File: src/rtl/iir_pkg.sv
`default_nettype none
// ============================================================================
// Module   : iir_pkg
// Purpose  : Shared types and constants for the IIR tap sequencer: FSM state
//            encoding, tap-index type and coefficient address map.
// Revision : 1.0 - initial release
// ============================================================================
package iir_pkg;

  // Sequencer states; encoding width is explicit so the register is 3 bits.
  typedef enum logic [2:0] {
    ST_IDLE    = 3'd0,
    ST_CLR     = 3'd1,
    ST_ISSUE   = 3'd2,
    ST_WAIT_LO = 3'd3,
    ST_WAIT_HI = 3'd4,
    ST_OUT     = 3'd5,
    ST_SHIFT   = 3'd6
  } state_t;

  // Tap index doubles as coefficient address: tap k multiplies coefficient k.
  typedef logic [2:0] tap_t;

  localparam tap_t c_addr_b0 = 3'd0;
  localparam tap_t c_addr_b1 = 3'd1;
  localparam tap_t c_addr_b2 = 3'd2;
  localparam tap_t c_addr_a1 = 3'd3;
  localparam tap_t c_addr_a2 = 3'd4;

  localparam int   c_num_taps = 5;
  localparam tap_t c_last_tap = c_addr_a2;

endpackage : iir_pkg
`default_nettype wire

File: src/rtl/iir_tap_seq.sv
`default_nettype none
// ============================================================================
// Module   : iir_tap_seq
// Purpose  : Sequences one biquad IIR sample through an external MAC:
//            y[n] = b0*x[n] + b1*x[n-1] + b2*x[n-2] + a1*y[n-1] + a2*y[n-2]
//            Feedback sign lives in the stored a1/a2 values.
// Ports    : clk, reset          - clock, synchronous active-high reset
//            in_valid/in_ready/in_data   - input sample handshake
//            out_valid/out_data          - result strobe, data held between
//            coef_we/coef_addr/coef_data - coefficient write (IDLE only)
//            mac_start/mac_clr/mac_a/mac_b - commands to the MAC
//            mac_ready/mac_acc             - MAC status and accumulator
// Config   : IIR_SATURATE_EN - clamp the scaled result to the W-bit signed
//            range instead of wrapping.
// Revision : 1.0 - initial release
// ============================================================================
module iir_tap_seq
  import iir_pkg::*;
#(
  parameter int W    = 8,
  parameter int FRAC = 6
) (
  input  logic           clk,
  input  logic           reset,
  input  logic           in_valid,
  output logic           in_ready,
  input  logic [W-1:0]   in_data,
  output logic           out_valid,
  output logic [W-1:0]   out_data,
  input  logic           coef_we,
  input  logic [2:0]     coef_addr,
  input  logic [W-1:0]   coef_data,
  output logic           mac_start,
  output logic           mac_clr,
  output logic [W-1:0]   mac_a,
  output logic [W-1:0]   mac_b,
  input  logic           mac_ready,
  input  logic [2*W-1:0] mac_acc
);

  localparam logic signed [2*W-1:0] c_sat_max = {{(W+1){1'b0}}, {(W-1){1'b1}}};
  localparam logic signed [2*W-1:0] c_sat_min = {{(W+1){1'b1}}, {(W-1){1'b0}}};

  state_t       r_state, w_state_nxt;
  tap_t         r_tap, w_tap_nxt;
  logic [W-1:0] r_coef [c_num_taps];
  logic [W-1:0] r_x0, r_x1, r_x2, r_y1, r_y2;
  logic [W-1:0] r_mac_a, r_mac_b;
  logic [W-1:0] r_out_data;
  logic         r_out_valid;
  logic         r_clr_done;
  logic [W-1:0] w_sel_coef, w_sel_opnd;
  logic signed [2*W-1:0] w_shifted;
  logic [W-1:0] w_result;

  // Next-state logic.  CLR holds until the MAC reports ready so that ISSUE
  // is only ever entered with mac_ready high.
  always_comb begin
    w_state_nxt = r_state;
    w_tap_nxt   = r_tap;
    case (r_state)
      ST_IDLE:    if (in_valid) w_state_nxt = ST_CLR;
      ST_CLR: begin
        w_tap_nxt = c_addr_b0;
        if (mac_ready) w_state_nxt = ST_ISSUE;
      end
      ST_ISSUE:   w_state_nxt = ST_WAIT_LO;
      ST_WAIT_LO: w_state_nxt = ST_WAIT_HI;
      ST_WAIT_HI: begin
        if (mac_ready) begin
          if (r_tap == c_last_tap) begin
            w_state_nxt = ST_OUT;
          end else begin
            w_tap_nxt   = r_tap + 3'd1;
            w_state_nxt = ST_ISSUE;
          end
        end
      end
      ST_OUT:     w_state_nxt = ST_SHIFT;
      ST_SHIFT:   w_state_nxt = ST_IDLE;
      default:    w_state_nxt = ST_IDLE;
    endcase
  end

  // Operand pair for the tap about to be issued.
  always_comb begin
    w_sel_coef = r_coef[c_addr_b0];
    w_sel_opnd = r_x0;
    case (w_tap_nxt)
      c_addr_b1: begin w_sel_coef = r_coef[c_addr_b1]; w_sel_opnd = r_x1; end
      c_addr_b2: begin w_sel_coef = r_coef[c_addr_b2]; w_sel_opnd = r_x2; end
      c_addr_a1: begin w_sel_coef = r_coef[c_addr_a1]; w_sel_opnd = r_y1; end
      c_addr_a2: begin w_sel_coef = r_coef[c_addr_a2]; w_sel_opnd = r_y2; end
      default: ;
    endcase
  end

  // Scale the Q(FRAC) accumulator back to sample units.
  assign w_shifted = $signed(mac_acc) >>> FRAC;

`ifdef IIR_SATURATE_EN
  always_comb begin
    if (w_shifted > c_sat_max)      w_result = c_sat_max[W-1:0];
    else if (w_shifted < c_sat_min) w_result = c_sat_min[W-1:0];
    else                            w_result = w_shifted[W-1:0];
  end
`else
  // Wrap mode keeps only the low W bits; the rest are intentionally dropped.
  logic w_unused_hi;
  assign w_result    = w_shifted[W-1:0];
  assign w_unused_hi = ^w_shifted[2*W-1:W];
`endif

  always_ff @(posedge clk) begin
    if (reset) begin
      r_state     <= ST_IDLE;
      r_tap       <= c_addr_b0;
      r_x0        <= '0;
      r_x1        <= '0;
      r_x2        <= '0;
      r_y1        <= '0;
      r_y2        <= '0;
      r_mac_a     <= '0;
      r_mac_b     <= '0;
      r_out_data  <= '0;
      r_out_valid <= 1'b0;
      r_clr_done  <= 1'b0;
      for (int i = 0; i < c_num_taps; i++) r_coef[i] <= '0;
    end else begin
      r_state     <= w_state_nxt;
      r_tap       <= w_tap_nxt;
      r_out_valid <= 1'b0;
      r_clr_done  <= (r_state == ST_CLR);

      if (r_state == ST_IDLE) begin
        if (in_valid) r_x0 <= in_data;
        // Write lands before the first ISSUE, so it applies to a sample
        // accepted on the same cycle.
        if (coef_we && (coef_addr <= c_addr_a2)) r_coef[coef_addr] <= coef_data;
      end

      // Operands load on entry to ISSUE and stay put until WAIT_HI exits.
      if (w_state_nxt == ST_ISSUE) begin
        r_mac_a <= w_sel_coef;
        r_mac_b <= w_sel_opnd;
      end

      // Result register and strobe appear together during SHIFT.
      if (r_state == ST_OUT) begin
        r_out_data  <= w_result;
        r_out_valid <= 1'b1;
      end

      if (r_state == ST_SHIFT) begin
        r_x2 <= r_x1;
        r_x1 <= r_x0;
        r_y2 <= r_y1;
        r_y1 <= r_out_data;
      end
    end
  end

  assign in_ready  = (r_state == ST_IDLE);
  assign mac_start = (r_state == ST_ISSUE);
  // Single-cycle clear on CLR entry even if CLR stretches waiting on mac_ready.
  assign mac_clr   = reset | ((r_state == ST_CLR) & ~r_clr_done);
  assign mac_a     = r_mac_a;
  assign mac_b     = r_mac_b;
  assign out_data  = r_out_data;
  assign out_valid = r_out_valid;

endmodule : iir_tap_seq
`default_nettype wire
File: config.mk
export PLATFORM = sky130hd
export DESIGN_NAME = iir_tap_seq
export DESIGN_NICKNAME = d
export VERILOG_FILES = /design/src/rtl/iir_pkg.sv /design/src/rtl/iir_tap_seq.sv
export SDC_FILE = /design/constraint.sdc
export NUM_CORES = 1
export LEC_CHECK = 0
export CAP_MARGIN = 20
export CORE_ASPECT_RATIO = 0.9
export CORE_MARGIN = 2
export CORE_UTILIZATION = 50
export DETAILED_ROUTE_END_ITERATION = 10
export DONT_BUFFER_PORTS = 1
export PLACE_DENSITY = 0.73
export SETUP_SLACK_MARGIN = 0.3
export SLEW_MARGIN = 20
export SYNTH_ARGS = -nofsm -noshare
export SYNTH_HDL_FRONTEND = slang
export SYNTH_SLANG_ARGS = --single-unit
File: constraint.sdc
create_clock -name clk -period 4.85 [get_ports clk]
set_input_delay 0.485 -clock clk [delete_from_list [all_inputs] [get_ports clk]]
set_output_delay 0.485 -clock clk [all_outputs]
set_load 0.05 [all_outputs]
# [Yosys cells after proc, flatten, opt, wreduce, memory -nomap -nowiden]
# Memories as Yosys holds them, arrays and structs flattened.
# Cells that the tools add are included.
[word_totals] in_bits=40 out_inout_bits=28 ramBits=40 reg_bits=72 memories=1
[mem_list] memory="r_coef" depth=5 word_bits=8 read_ports=5 rd_clocked_by_memory_dff=0 write_ports=5 line="iir_tap_seq.sv:46" text="logic [W-1:0] r_coef [c_num_taps];"
[op_classes] addsub=1 n_eq_ne=12 reduce_logical=4 bitwise_logic=3 n_lt_le_gt_ge=1 n_mux=20
[ops] cell="$pmux 8 s4" n=2
[ops] cell="$mux 3" n=7
[ops] cell="$pmux 3 s6" n=1
[ops] cell="$eq 3x2->1 const B" n=5
[ops] cell="$eq 3x3->1 const B" n=5
[ops] cell="$mux 1" n=8
[ops] cell="$mux 8" n=1
[ops] cell="$reduce_or 8->1" n=1
[ops] cell="$eq 3x1->1 const B" n=2
[ops] cell="$pmux 3 s2" n=1
[ops] cell="$add 3x1->3 const B" n=1
[ops] cell="$le 3x3->1 const B" n=1
[ops] cell="$logic_not 3->1" n=1
[ops] cell="$reduce_and 2->1" n=1
[ops] cell="$and 1x1->1" n=1
[ops] cell="$logic_and 1x1->1" n=1
[ops] cell="$not 1->1" n=1
[ops] cell="$or 1x1->1" n=1

# [Longest topological paths before layout]
# Gate-level depths: netlist of run 1.
[logic_depth] word_depth=8 ltp_mapped=13 ltp_nobuf=8

# [Worst setup path before layout of run 1]
# OpenSTA, ideal clock, no wires.
[synth_path] kind="register -> register" from="register r_state[1]" to="memory r_coef[2][0], enable pin" stages_incl_launch_ff=6 path_slack_ps=1597 required_time_ps=4540 arrival_ps=2943 setup_ps=310 path_cell_list="dfxtp_1 buf_2 nor3_1 nand3b_1 nor4b_1 or2_2"
[synth_lines] element="start: declaration" line="iir_tap_seq.sv:44" text="state_t r_state, w_state_nxt;"
[synth_lines] element="start signal: assignment" line="iir_tap_seq.sv:130" text="r_state <= w_state_nxt;"
[synth_lines] element="end: declaration" line="iir_tap_seq.sv:46"

# [Worst setup path in the final report of run 1]
[layout_path] from="register r_state[0]" to="register r_mac_a[5] (netlist: mac_a[5])"
[layout_via] elab_chain_cells=4 elab_cells_between_ends=17
[layout_rtl] element="$eq 3x3->1 or $eq 3x1->1 (tied branches)" line="iir_tap_seq.sv:61" text="case (r_state)"
[layout_rtl] element="$pmux 3 s2" line="iir_tap_seq.sv:61"
[layout_rtl] element="$eq 3x3->1 (tied with other cells)" line="iir_tap_seq.sv:89" text="case (w_tap_nxt)"
[layout_rtl] element="$pmux 8 s4" line="iir_tap_seq.sv:89"
[layout_rtl] element="end signal: assignment" line="iir_tap_seq.sv:144" text="r_mac_a <= w_sel_coef;"
[layout_rtl] element="end: declaration" line="iir_tap_seq.sv:48" text="logic [W-1:0] r_mac_a, r_mac_b;"
# Parallel ways exist; a longest one is shown, timed or not.
# A chain may end at the register's enable or synchronous reset.

==> flow_summary.toml, run 1 <==
[synth]
ys_seq_area_frac = 0.492
syn_area_mm2 = 0.00537
synthAdderAreaFrac = 0.00466
synth_compound_area_frac = 0.171
synthCells = 602
synth.area.mux_share = 0
synth-simple-area-share = 0.285
avgSynthCellArea_um2 = 8.92
synth_top_cell_area_share = 0.268
ys_types = 49
synth_seq_cells = 112
synth_top_area_cell = "dfxtp_1"
synth_top_family_by_area = "simple AND/OR/NAND/NOR gates"
synth-xor-area-share = 0
yosysWarnings = 0
synthMostInstantiatedCell = "nand2_1"
async_reset_ff_frac = 0
synth-edff-count = 40
ys_top_cells_by_count = "nand2_1 (116), dfxtp_1 (72), and2_1 (57), a21oi_1 (52), edfxtp_1 (40)"
synth.area.top_cells = "dfxtp_1 (27%), edfxtp_1 (22%), nand2_1 (8.1%), and2_1 (6.6%), a21oi_1 (4.8%)"
synth_ff_type = "dfxtp_1"
syn_nets = 644

[cts]
htreeDepth = 3
cts_root_buf = "clkbuf_16"
clk_pin_slew_ps = 70
clk_latency_ps = 350
cts_tree = "done"
cts_hold_buf = 0
cts_inserted_buffers = 9
numClockSinks = 112
clock_path_buffers = 2
cts_setup_buffers = 0
ctsResizeCount = 0

[place]
numPortBuffers = 0
place_ws_ps = 1800
gp_congestion = 0.805
dp_hpwl_um = 8740

[worst_setup_path]
crit_buf_inv = 1
worst_setup_path_start_kind = "flop"
cp_max_fo = 63
required_ps = 5080
crit_chain = "buf_4 > nand2b_1 > a21oi_1 > or3_4 > o31ai_1 > a222oi_1 > o21ai_1"
cp-end-kind = "flop"
slowest_stage = "dfxtp_1"
cp_top_family = "compound AO/OA/AOI/OAI gates"
crit_type = "flop to flop"
cpPeakStageDelay_ps = 860
crit_arrival_ps = 3280

[floorplan]
coreArea_mm2 = 0.0103
rows = 35
die_w_um = 113
start_util = 0.520
die_area_mm2 = 0.0116
die_y_um = 102
num_io_pins = 68

[global_route]
antenna_found_initial = 0
overflow = 0
grt_max_degree = 66
grt_pass1_wl_um = 21800
grt_pass1_vias = 4252
grt_usage = 0.239

[layout]
antenna_cells = 0
drive_gt1_frac = 0.0881
final_util = 0.555
fin_nets = 616
syn2layout_area_growth_pct = 6.82
fillers = 904

[route]
drc = 1
wire_per_inst_um = 18.6
drtPass1Iterations = 9
ant_nets = 0
first_iter_violations = 422
vias_per_cell = 6.26
num_vias = 4430
routed_wl_um = 13200

[sta]
hold_violations = 0
slew_headroom = 0.339
hold_ws_ps = 204
period_share = 0.629
worst_pin_slew_ps = 990
finalSetupTns_ps = 0
rsz0062_at_grt = "false"
skew_ps = 3.31
drv_slew = 0
setup_viol = 0
final.min_clock_period_ps = 3050
fmax_mhz = 328
fin_ws_ps = 1800

[pwr]
power_mw = 1.84
power_density_mw_per_mm2 = 320
cellLeakagePower_nw = 1.92
peakVddDrop_mv = 0.206

[min_path]
min_path_type = "input pin to flop"

[job]
cap_violations = 0

[outcome]
failed_checks = "DRC"
status = "finished, violations left"
[kinds of logic (layout without fill, tap and decap cells)]
group | count (synthesis) | after routing
flip-flops | 112 | 112
adder cells (fa/ha/maj) | 2 | 2
AO/OA/AOI/OAI | 135 | 135
buffers and inverters | 57 | 34
AND/OR/NAND/NOR | 296 | 296
[cell usage in the layout (no fill, tap or decap), types with 3 or more instances in the layout]
cell type / instances
a211o_1: 15
nor2b_1: 3
or4_1: 31
nand2_1: 115
dfxtp_1: 72
nand3_1: 24
a21oi_1: 52
buf_4: 15
and2_1: 57
o31ai_1: 15
nor3_2: 3
or2_2: 5
nor3_1: 30
edfxtp_1: 40
a222oi_1: 15
inv_1: 3
nand2b_1: 3
clkbuf_16: 9
clkinv_4: 4
o21ai_1: 16
nor2_1: 13
[state kept, by name, indices dropped and copies added, names as in the netlist]
name	flops
r_coef	40
r_y2	8
r_x0	8
r_state	3
r_tap	3
mac_a	8
out_data	8
out_valid	1
r_clr_done	1
r_y1	8
mac_b	8
r_x2	8
r_x1	8
[area by class of cell]
class	instances	area, um^2	area share
Clock buffer	9	225	0.0392
Clock inverter	7	56.3	0.00981
Tap cell	129	161	0.0281
Sequential cell	112	2640	0.461
Multi-Input combinational cell	433	2530	0.441
Inverter	3	11.3	0.00196
Timing Repair Buffer	15	113	0.0196
[power breakdown]
group	internal [mW]	switching, mW	total [mW]
Clock	0.353	0.346	0.699
Sequential	0.996	0.0383	1.03
Combinational	0.0359	0.0656	0.102
[stage by stage]
step | std cells | instance area (um^2)
after global routing | 708 | 5740
final | 708 | 5740
after CTS | 708 | 5720
after floorplan | 602 | 5370
after detailed placement | 692 | 5440
after global placement | 692 | 5440
[path summary, 6_finish.rpt]
kind                                 end  cells after the start  slack, ps       start
worst min-delay path             r_x0[4]                      1        200       reset
worst max register to register  mac_a[5]                      7       1800  r_state[0]
worst min register to register   r_x2[6]                      2        460     r_x1[6]
worst max-delay path            mac_a[5]                      7       1800  r_state[0]
[routing by layer]
| metal | up-vias | share of wire | global-route usage |
|---|---|---|---|
| li1 | 2122 | - | - |
| met1 | 2111 | 0.44 | 0.324 |
| met2 | 177 | 0.47 | 0.376 |
| met3 | 20 | 0.076 | 0.0593 |
| met4 | 0 | 0.016 | 0.0854 |
| met5 | - | 0 | 0 |
(Power assumes the default switching activity.)
==> run 2: changes to the inputs <==
--- a/config.mk
+++ b/config.mk
@@ -11,7 +11,7 @@
 export CORE_UTILIZATION = 50
 export DETAILED_ROUTE_END_ITERATION = 10
 export DONT_BUFFER_PORTS = 1
-export PLACE_DENSITY = 0.73
+export PLACE_DENSITY = 0.76
 export SETUP_SLACK_MARGIN = 0.3
 export SLEW_MARGIN = 20
 export SYNTH_ARGS = -nofsm -noshare
==> constraint.sdc (replaced) <==
create_clock -name clk -period 2.4 [get_ports clk]
set_input_delay 0.24 -clock clk [delete_from_list [all_inputs] [get_ports clk]]
set_output_delay 0.24 -clock clk [all_outputs]
set_load 0.05 [all_outputs]
==> flow_summary.toml, run 2 (synthesis gave the netlist of run 1 again) <==
[worst_setup_path]
crit_path_end = "mac_b[6]"
r2r_slack_ps = -10
worst_setup_path_start_kind = "flop"
cp-end-kind = "flop"
r2r_end = "mac_b[6]"
cp_max_fo = 7
reg2regPathDepth = 11
required_ps = 2640
crit_type = "flop to flop"
crit_arrival_ps = 2650
startpoint = "r_tap[0]"
rr_startpoint = "r_tap[0]"

[outcome]
status = "finished, violations left"
failed_checks = "DRC, setup timing"

[floorplan]
num_io_pins = 68
coreArea_mm2 = 0.0103
rows = 35
start_util = 0.520
die_area_mm2 = 0.0116
die_w_um = 113
die_y_um = 102

[sta]
setup_viol = 1
final.min_clock_period_ps = 2410
fmax_mhz = 414
hold_violations = 0
period_share = 1.01
skew_ps = 7.40
hold_ws_ps = 8.29
worst_pin_slew_ps = 663
drv_slew = 0
fin_ws_ps = -12.9
rsz0062_at_grt = "true"
slew_headroom = 0.558

[route]
vias_per_cell = 6.36
drc = 2
drtPass1Iterations = 9
num_vias = 4864
routed_wl_um = 15600
first_iter_violations = 639
wire_per_inst_um = 20.4
ant_nets = 0

[job]
cap_violations = 0

[layout]
largest-register = "r_coef"
antenna_cells = 0
largest_reg_flops = 40
fin_nets = 673
syn2layout_area_growth_pct = 21.2
final_common_cell = "nand2_1"
drive_gt1_frac = 0.209
final_cells = 765
fillers = 819
fin_area_mm2 = 0.00651
mostFrequentLayoutCells = "nand2_1 (114), dfxtp_1 (67), and2_1 (57), a21oi_1 (52), buf_4 (52)"

[cts]
cts_inserted_buffers = 9
numClockSinks = 112
htreeDepth = 3
clock_path_buffers = 2
cts_root_buf = "clkbuf_16"
clk_latency_ps = 360
clk_pin_slew_ps = 80
cts_tree = "done"

[global_route]
grt_pass1_wl_um = 24500
grt_pass1_vias = 4692
grt_usage = 0.272
antenna_found_initial = 0
overflow = 0
grt_max_degree = 57

[place]
numPortBuffers = 0
place_ws_ps = 60.6
gp_congestion = 0.797
place_area_mm2 = 0.00574
dp_hpwl_um = 9100
numPlacedInstances = 716

[pwr]
seqPwrFrac = 0.529
clkPwrFrac = 0.394
p_switching_mw = 0.979
power_mw = 3.94
power_density_mw_per_mm2 = 606
power_frac_comb = 0.077
peakVddDrop_mv = 0.425
cellLeakagePower_nw = 2.29
p_int_mw = 2.96
switching_share = 0.248

[min_path]
min_path_type = "input pin to flop"
hp-start = "in_data[6]"
## run 2: metal layers
layer | GRT usage | up-vias | part of all wire
li1 | - | 2244 | -
met1 | 0.338 | 2307 | 0.39
met2 | 0.440 | 264 | 0.48
met3 | 0.0647 | 49 | 0.084
met4 | 0.155 | 0 | 0.042
met5 | 0 | - | 0
## run 2: cell type report
| cell class | instances | area, um^2 | share of cell area |
|---|---|---|---|
| timing repair buffer | 69 | 657 | 0.101 |
| clock buffer | 9 | 225 | 0.0346 |
| inverter | 3 | 11.3 | 0.00173 |
| tap | 129 | 161 | 0.0248 |
| sequential | 112 | 2650 | 0.407 |
| multi-input combinational | 436 | 2720 | 0.417 |
| clock inverter | 7 | 85.1 | 0.0131 |
## run 2: stage by stage
stage,util,TNS (ps)
5_1_grt,0.630,-111
3_3_place_gp,0.555,-2080
6_report,0.630,-12.9
2_1_floorplan,-,-501
4_1_cts,0.614,0
3_5_place_dp,0.555,0
## run 2: worst min-delay path by stage
stage | cells after the start | end | slack, ps
floorplan | 2 | r_x0[0] | 380
global placement | 1 | r_tap[1] | 320
detailed placement | 1 | r_tap[1] | 320
CTS | 2 | r_x0[6] | 7
global route | 2 | r_x0[6] | 10
finish | 2 | r_x0[6] | 8
## run 2: power groups by stage
stage               Combinational (mW)  Sequential (mW)  Clock, mW
floorplan                        0.202             2.11          0
global placement                 0.243             2.12          0
detailed placement               0.250             2.13          0
CTS                              0.286             2.08       1.56
global route                     0.325             2.09       1.64
finish                           0.302             2.09       1.55
## run 2: timing repair
| item | 4_1_cts | 5_1_grt |
|---|---|---|
| pin swaps | 20 | 29 |
| hold endpoints to repair | 56 | 0 |
| hold buffers | 1 | 0 |
| resized for setup | 28 | 21 |
| buffers inserted | 15 | 11 |
| cloned | 6 | 0 |
| endpoints found under the setup margin | 32 | 41 |
## run 2: critical path, stage by stage, from the launching register on
cell and delay [ps]:
dfxtp_2 350, inv_2 50, ha_4 160, nand2_4 70, a21o_1 170, o311ai_4 150, buf_6 160, buf_8 130
buf_6 130, or4_1 510, a222oi_1 300, o21ai_1 110
==> run 3: changes to the inputs <==
--- a/config.mk
+++ b/config.mk
@@ -11,9 +11,10 @@
 export CORE_UTILIZATION = 50
 export DETAILED_ROUTE_END_ITERATION = 10
 export DONT_BUFFER_PORTS = 1
-export PLACE_DENSITY = 0.76
+export PLACE_DENSITY = 0.73
 export SETUP_SLACK_MARGIN = 0.3
 export SLEW_MARGIN = 20
 export SYNTH_ARGS = -nofsm -noshare
 export SYNTH_HDL_FRONTEND = slang
 export SYNTH_SLANG_ARGS = --single-unit
+export TNS_END_PERCENT = 30
==> constraint.sdc (replaced) <==
create_clock -name clk -period 3.02 [get_ports clk]
set_input_delay 0.302 -clock clk [delete_from_list [all_inputs] [get_ports clk]]
set_output_delay 0.302 -clock clk [all_outputs]
set_load 0.02 [all_outputs]
==> flow_summary.toml, run 3 (synthesis gave the netlist of run 1 again) <==
[route]
wire_per_inst_um = 18.6
vias_per_cell = 6.17
num_vias = 4399
routed_wl_um = 13300
drc = 2
first_iter_violations = 511
drtPass1Iterations = 9
ant_nets = 0

[worst_setup_path]
crit_arrival_ps = 2840
worst_setup_path_start_kind = "flop"
rr_startpoint = "r_tap[0]"
startpoint = "r_tap[0]"
crit_type = "flop to flop"
required_ps = 3250
r2r_end = "mac_a[7]"
cp-end-kind = "flop"
cp_max_fo = 49
reg2regPathDepth = 9
crit_path_end = "mac_a[7]"
r2r_slack_ps = 410

[sta]
skew_ps = 6.90
slew_headroom = 0.283
finalSetupTns_ps = 0
hold_violations = 0
drv_slew = 0
worst_pin_slew_ps = 1070
period_share = 0.864
fmax_mhz = 383
final.min_clock_period_ps = 2610
setup_viol = 0
rsz0062_at_grt = "true"

[cts]
cts_tree = "done"
clk_pin_slew_ps = 70
numClockSinks = 112
htreeDepth = 3
cts_setup_buffers = 0
cts_root_buf = "clkbuf_16"
cts_hold_buf = 0
clock_path_buffers = 2
clk_latency_ps = 350
cts_inserted_buffers = 9

[layout]
largest_reg_flops = 40
fillers = 899
mostFrequentLayoutCells = "nand2_1 (116), dfxtp_1 (69), and2_1 (57), a21oi_1 (52), edfxtp_1 (40)"
final_util = 0.563
fin_area_mm2 = 0.00582
syn2layout_area_growth_pct = 8.36
antenna_cells = 0
final_common_cell = "nand2_1"
drive_gt1_frac = 0.0942
fin_nets = 621
largest-register = "r_coef"

[outcome]
failed_checks = "DRC"
status = "finished, violations left"

[floorplan]
die_w_um = 113
start_util = 0.520
num_io_pins = 68
die_y_um = 102
rows = 35
coreArea_mm2 = 0.0103
die_area_mm2 = 0.0116

[global_route]
grt.met2_usage = 0.403
met3_usage = 0.0700
grt_max_degree = 66
grt_util_met1 = 0.312
grt_busiest_layer = "met2"
overflow = 0
grt_pass1_wl_um = 22100
antenna_found_initial = 0
grt_pass1_vias = 4272
grt_usage = 0.243

[pwr]
peakVddDrop_mv = 0.420
power_density_mw_per_mm2 = 533
cellLeakagePower_nw = 1.96

[job]
cap_violations = 0

[place]
gp_congestion = 0.803
dp_hpwl_um = 8920
numPortBuffers = 0
place_area_mm2 = 0.00547

[min_path]
min_path_type = "input pin to flop"
## run 3: where the power goes
group	leakage (nW)	switching (mW)	internal (mW)	total (mW)
Sequential	0.997	0.0411	1.60	1.64
Clock	0.155	0.564	0.737	1.30
Combinational	0.808	0.102	0.0592	0.162
## run 3: through the flow
step | hold slack (ps) | total power, mW | setup slack [ps] | instances
after detailed placement | 383 | 1.83 | 29.9 | 697
after CTS | 11.6 | 3.12 | 349 | 713
after global routing | 10.1 | 3.21 | 288 | 713
after floorplan | 431 | 1.80 | 394 | 602
after global placement | 382 | 1.83 | 151 | 697
final | 25.2 | 3.10 | 411 | 713
## run 3: layout make-up
type | count | area, um^2 | area share
inverters | 3 | 11.3 | 0.00193
well taps | 129 | 161 | 0.0277
repair buffers | 20 | 163 | 0.0279
multi-input cells | 433 | 2510 | 0.432
clock inverters | 7 | 101 | 0.0174
flip-flops and latches | 112 | 2650 | 0.455
clock buffers | 9 | 225 | 0.0387
## run 3: repair_timing
item / CTS / global route
endpoints found under the hold margin: 0 / 0
setup endpoints to repair: 15 / 16
gates resized for setup: 1 / 6
pin swaps: 0 / 1
## run 3: how the worst min path moves through the flow
stage | from | depth (start not counted) | slack [ps] | end
2_1_floorplan | r_y2[0] | 2 | 430 | r_y2[0]
3_3_place_gp | reset | 1 | 380 | r_x0[6]
3_5_place_dp | reset | 1 | 380 | r_x0[4]
4_1_cts | reset | 1 | 10 | r_x0[4]
5_1_grt | reset | 1 | 10 | r_x0[4]
6_report | reset | 1 | 30 | r_tap[0]
## run 3: routing by layer
metal	share of wire	wire, um
met3	0.092	1220
met1	0.41	5480
met4	0.013	170
met5	0	0
met2	0.48	6420
## run 3: worst max-delay path, stage by stage, from the launching register on
cell	delay, ps
dfxtp_2	390
inv_1	60
ha_1	220
nand2_1	160
a21o_1	200
o311ai_4	130
buf_12	210
or4_1	510
a222oi_1	460
o21ai_1	130
